[config.mk]
export PLATFORM = sky130hd
export DESIGN_NAME = alu_8_flat
export DESIGN_NICKNAME = d
export VERILOG_FILES = /design/src/rtl/alu_8_pkg.sv /design/src/rtl/alu_8_if.sv /design/src/rtl/alu_8_addsub.sv /design/src/rtl/alu_8.sv /design/src/flat_wrapper.sv
export SDC_FILE = /design/constraint.sdc
export NUM_CORES = 1
export LEC_CHECK = 0
export ABC_AREA = 1
export ABC_CLOCK_PERIOD_IN_PS = 5060
export CAP_MARGIN = 20
export CORE_MARGIN = 5
export CORE_UTILIZATION = 59
export CTS_CLUSTER_SIZE = 10
export DETAILED_ROUTE_END_ITERATION = 10
export HOLD_SLACK_MARGIN = 0.03
export PLACE_DENSITY = 0.87
export SLEW_MARGIN = 20
export SYNTH_ARGS = -nofsm -noshare
export SYNTH_HDL_FRONTEND = slang
export SYNTH_SLANG_ARGS = --single-unit
[constraint.sdc]
create_clock -name clk -period 5.06 [get_ports clk]
set_input_delay 1.012 -clock clk [delete_from_list [all_inputs] [get_ports clk]]
set_output_delay 1.012 -clock clk [all_outputs]
set_load 0.03 [all_outputs]
[src/rtl/alu_8_pkg.sv]
// Shared types for the alu_8 execute stage: opcode encoding and datapath width.
package alu_8_pkg;
  localparam int DW = 8;

  typedef enum logic [3:0] {
    OP_ADD  = 4'h0,
    OP_SUB  = 4'h1,
    OP_MUL  = 4'h2,
    OP_AND  = 4'h3,
    OP_OR   = 4'h4,
    OP_XOR  = 4'h5,
    OP_NAND = 4'h6,
    OP_NOR  = 4'h7,
    OP_XNOR = 4'h8,
    OP_NOT  = 4'h9,
    OP_SHL  = 4'hA,
    OP_SHR  = 4'hB,
    OP_ROL  = 4'hC,
    OP_ROR  = 4'hD,
    OP_INC  = 4'hE,
    OP_CMP  = 4'hF
  } op_e;
endpackage

[src/rtl/alu_8_if.sv]
// Operand/result bundle for alu_8; master drives operands, slave returns flags and result.
interface alu_8_if;
  import alu_8_pkg::*;
  logic [3:0]    opcode;
  logic [DW-1:0] a;
  logic [DW-1:0] b;
  logic [DW:0]   res;
  logic          carry;
  logic          zero;

  modport master (output opcode, a, b, input  res, carry, zero);
  modport slave  (input  opcode, a, b, output res, carry, zero);
endinterface

[src/rtl/alu_8_addsub.sv]
// Shared adder/subtractor: sub_i inverts b, cin_i completes two's complement or adds one.
module alu_8_addsub
  import alu_8_pkg::*;
(
  input  logic [DW-1:0] a_i,
  input  logic [DW-1:0] b_i,
  input  logic          sub_i,
  input  logic          cin_i,
  output logic [DW-1:0] sum_o,
  output logic          cout_o
);
  logic [DW-1:0] b_eff;

  assign b_eff = sub_i ? ~b_i : b_i;
  assign {cout_o, sum_o} = {1'b0, a_i} + {1'b0, b_eff} + {{DW{1'b0}}, cin_i};
endmodule

[src/rtl/alu_8.sv]
// Registered 8-bit ALU, one-cycle latency. Define ALU_8_MUL_EN to build the
// 8x8 multiplier for opcode 2; otherwise opcode 2 yields a zero result.
module alu_8
  import alu_8_pkg::*;
(
  input  logic   clk,
  input  logic   rst_n,
  alu_8_if.slave bus
);
  op_e           op;
  logic          as_sub, as_cin, as_cout;
  logic [DW-1:0] as_b, as_sum;
  logic [DW:0]   res_d, res_q;
  logic          carry_d, carry_q;
  logic          zero_d, zero_q;
  logic [DW-1:0] a;

  assign op = op_e'(bus.opcode);
  assign a  = bus.a;

`ifdef ALU_8_MUL_EN
  logic [2*DW-1:0] prod;
  assign prod = a * bus.b;
`endif

  // ADD/SUB/INC/CMP share one carry chain; SUB/CMP borrow is the inverted carry-out.
  always_comb begin
    as_sub = 1'b0;
    as_cin = 1'b0;
    as_b   = bus.b;
    case (op)
      OP_SUB, OP_CMP: begin as_sub = 1'b1; as_cin = 1'b1; end
      OP_INC:         begin as_b = '0; as_cin = 1'b1; end
      default: ;
    endcase
  end

  alu_8_addsub u_addsub (
    .a_i   (a),
    .b_i   (as_b),
    .sub_i (as_sub),
    .cin_i (as_cin),
    .sum_o (as_sum),
    .cout_o(as_cout)
  );

  always_comb begin
    res_d   = '0;
    carry_d = 1'b0;
    case (op)
      OP_ADD:  begin carry_d = as_cout;  res_d = {as_cout, as_sum}; end
      OP_SUB:  begin carry_d = ~as_cout; res_d = {~as_cout, as_sum}; end
`ifdef ALU_8_MUL_EN
      OP_MUL:  begin carry_d = |prod[2*DW-1:DW+1]; res_d = prod[DW:0]; end
`endif
      OP_AND:  res_d = {1'b0, a & bus.b};
      OP_OR:   res_d = {1'b0, a | bus.b};
      OP_XOR:  res_d = {1'b0, a ^ bus.b};
      OP_NAND: res_d = {1'b0, ~(a & bus.b)};
      OP_NOR:  res_d = {1'b0, ~(a | bus.b)};
      OP_XNOR: res_d = {1'b0, ~(a ^ bus.b)};
      OP_NOT:  res_d = {1'b0, ~a};
      OP_SHL:  begin carry_d = a[DW-1]; res_d = {1'b0, a[DW-2:0], 1'b0}; end
      OP_SHR:  begin carry_d = a[0];    res_d = {2'b00, a[DW-1:1]}; end
      OP_ROL:  begin carry_d = a[DW-1]; res_d = {1'b0, a[DW-2:0], a[DW-1]}; end
      OP_ROR:  begin carry_d = a[0];    res_d = {1'b0, a[0], a[DW-1:1]}; end
      OP_INC:  begin carry_d = as_cout; res_d = {as_cout, as_sum}; end
      // CMP: a<b is the borrow, equality is a zero difference.
      OP_CMP:  begin carry_d = (as_sum == '0); res_d = {{DW{1'b0}}, ~as_cout}; end
      default: ;
    endcase
    zero_d = (res_d[DW-1:0] == '0);
  end

  always_ff @(posedge clk) begin
    if (!rst_n) begin
      res_q   <= '0;
      carry_q <= 1'b0;
      zero_q  <= 1'b1;
    end else begin
      res_q   <= res_d;
      carry_q <= carry_d;
      zero_q  <= zero_d;
    end
  end

  assign bus.res   = res_q;
  assign bus.carry = carry_q;
  assign bus.zero  = zero_q;
endmodule

[src/flat_wrapper.sv]
// flat-port wrapper written by rule: the top's interface ports become plain ports
module alu_8_flat import alu_8_pkg::*;
  (clk, rst_n, bus_opcode, bus_a, bus_b, bus_res, bus_carry, bus_zero);
  alu_8_if bus_i ();
  input  logic clk;
  input  logic rst_n;
  input wire logic [$bits(bus_i.opcode)-1:0] bus_opcode;
  input wire logic [$bits(bus_i.a)-1:0] bus_a;
  input wire logic [$bits(bus_i.b)-1:0] bus_b;
  output wire logic [$bits(bus_i.res)-1:0] bus_res;
  output wire logic [$bits(bus_i.carry)-1:0] bus_carry;
  output wire logic [$bits(bus_i.zero)-1:0] bus_zero;
  assign bus_i.opcode = bus_opcode;
  assign bus_i.a = bus_a;
  assign bus_i.b = bus_b;
  assign bus_res = bus_i.res;
  assign bus_carry = bus_i.carry;
  assign bus_zero = bus_i.zero;
  alu_8 u_core (.clk(clk), .rst_n(rst_n), .bus(bus_i));
endmodule
==> flow_summary.yaml <==
synth:
  yosys_register_bits: 11
  syn_nets: 441
  synth_area_per_cell_um2: 5.21
  seq_area_frac_synth_pct: 10.7
  synth_warnings: 0
  netlist_area_um2: 2050
  netlist_instances: 394
  ys_types: 20
floorplanning:
  core_area_um2: 3360
  start_util_pct: 61.1
  dieWidth_um: 69.0
  fp-row-count: 21
  io_pins: 33
  die_area_um2: 4760
  dieHeight_um: 69.0
detailed_routing:
  wl_met3_um: 646
  vias: 2528
  m1WireLength_um: 2680
  drt-vias-per-instance: 5.32
  wl_per_cell_um: 13.4
  drtAntennaViolNets: 0
  top_layer_used: "met4"
  drtPass1Iterations: 6
  wl_met2_um: 2930
  totalWireLength_um: 6350
  drc: 0
  drtIter0Drc: 180
critical_path:
  critPathLaunchType: "primary input"
  cp_max_fo: 9
  cp.arrival_ns: 4.45
  crit_type: "primary input to flip-flop"
  required_ns: 5.27
  end_kind: "flip-flop"
layout:
  fin_nets: 477
  fin_area_um2: 2450
  layout_common_cells: "nand2_1 (153), inv_1 (64), nor2_1 (57)"
  diodes: 0
  drive_gt1_share_pct: 1.63
  synthToLayoutAreaGrowth_pct: 19.1
  utilization_pct: 72.8
  layout_commonest_cell: "nand2_1"
power:
  vdd_drop_max_mv: 0.0754
  p_leak_nw: 1.39
  p_per_area_nw_per_um2: 162
sta:
  fin_tns_setup_ns: 0
  setup_viol: 0
  hold_viol: 0
  slew_headroom_pct: 60.0
  fmax_mhz: 236
  finalMaxSlewViolations: 0
  holdWs_ns: 1.29
  tightestPinTransition_ns: 0.598
  setup_slack_ns: 0.829
  rsz0062_at_grt: "no"
  fin_crit_sh_pct: 83.6
  finalCriticalPeriod_ns: 4.23
placement:
  dp_slack_ns: 0.589
  finalWeightedCongestion: 0.994
  placed_cell_area_um2: 2420
  portBuffers: 32
  hpwl_um: 5230
clocking:
  cts_tree: "yes"
  clock_sinks: 11
  cts_root_buf: "clkbuf_4"
  post-cts-setup-buffers: 0
  post_cts_resized: 0
  htreeDepth: 1
  clk_pin_slew_ns: 0.07
  numCtsBuffers: 3
  cts.path.max_buffers: 2
  cts_hold_buf: 0
global_route:
  overflow: 0
  grt_pass1_vias: 2270
  antenna_found_initial: 0
  grt_pass1_wl_um: 10200
  grt_max_degree: 14
  track_usage_pct: 25.8
run:
  cap_violations: 0
worst_hold_path:
  min_path_type: "primary input to flip-flop"
run_status:
  outcome: "completed"
-- cell usage after synthesis, drive strengths merged --
cell type	number	area share, %
dfxtp	11	11
nor2	59	11
nand3	36	8.8
ha	23	14
xor2	8	3.4
nand2	154	28
a21oi	15	3.7
clkinv	1	0.18
nand3b	4	1.5
a22o	1	0.43
nor3	1	0.24
o21ai	11	2.7
fa	2	1.9
o21a	1	0.37
xnor2	1	0.43
inv	65	12
buf	1	0.55
-- per-stage QoR --
stage	power, mW	std cells
after global routing	0.428	475
after global placement	0.333	471
after detailed placement	0.337	471
after CTS	0.393	475
final	0.397	475
after floorplan	0.257	394
-- power breakdown --
part / internal [mW] / switching (mW)
logic: 0.0894 / 0.152
registers: 0.0953 / 0.00241
clock network: 0.0305 / 0.0275
-- critical path, stage by stage --
cell,delay (ns)
clkdlybuf4s50_1,0.56
inv_2,0.06
nand2_1,0.15
nor2_2,0.12
nor2_2,0.43
nand2_1,0.14
fa_1,0.47
fa_1,0.47
xnor2_1,0.29
nor2_1,0.08
a21oi_1,0.12
nand2_1,0.06
nor2_1,0.19
nand2_1,0.08
nor2_1,0.10
nand2_1,0.06
nand2_1,0.04
-- sequential cells by signal (all words and copies together), names as in the netlist --
signal and flops:
u_core.bus.res 9, u_core.bus.zero 1, u_core.bus.carry 1
-- path summary, 6_finish.rpt --
kind	start	end	slack, ns	cells past startpoint
setup / recovery	bus_opcode[1]	u_core.bus.zero$_SDFF_PN1_	0.83	17
hold / removal	rst_n	u_core.bus.zero$_SDFF_PN1_	1.29	2
-- cell families (layout without fill, tap and decap cells) --
family	count (synthesis)	count (layout)	share of synthesized area (%)
xor gates and xnor gates	9	9	3.84
DFF	11	11	10.7
buffers and inverters	67	102	12.6
and+or+nand+nor	254	254	49.8
adders and majority gates	25	25	16.0
AOI/OAI and AO/OA	28	28	7.13
-- layer usage --
| metal | global-route usage, % | vias up |
|---|---|---|
| met3 | 3.49 | 8 |
| met5 | 0 | - |
| met4 | 6.51 | 0 |
| met1 | 33.5 | 1103 |
| li1 | - | 1283 |
| met2 | 44.5 | 134 |
-- area by class of cell --
cell class	instances	area, um2
clock buffers	4	26.3
fillers	330	916
inverters	66	248
well taps	46	57.6
multi-input cells	316	1580
flip-flops and latches	11	220
repair buffers	32	320
Note: power is estimated with default switching activity, not from simulation.
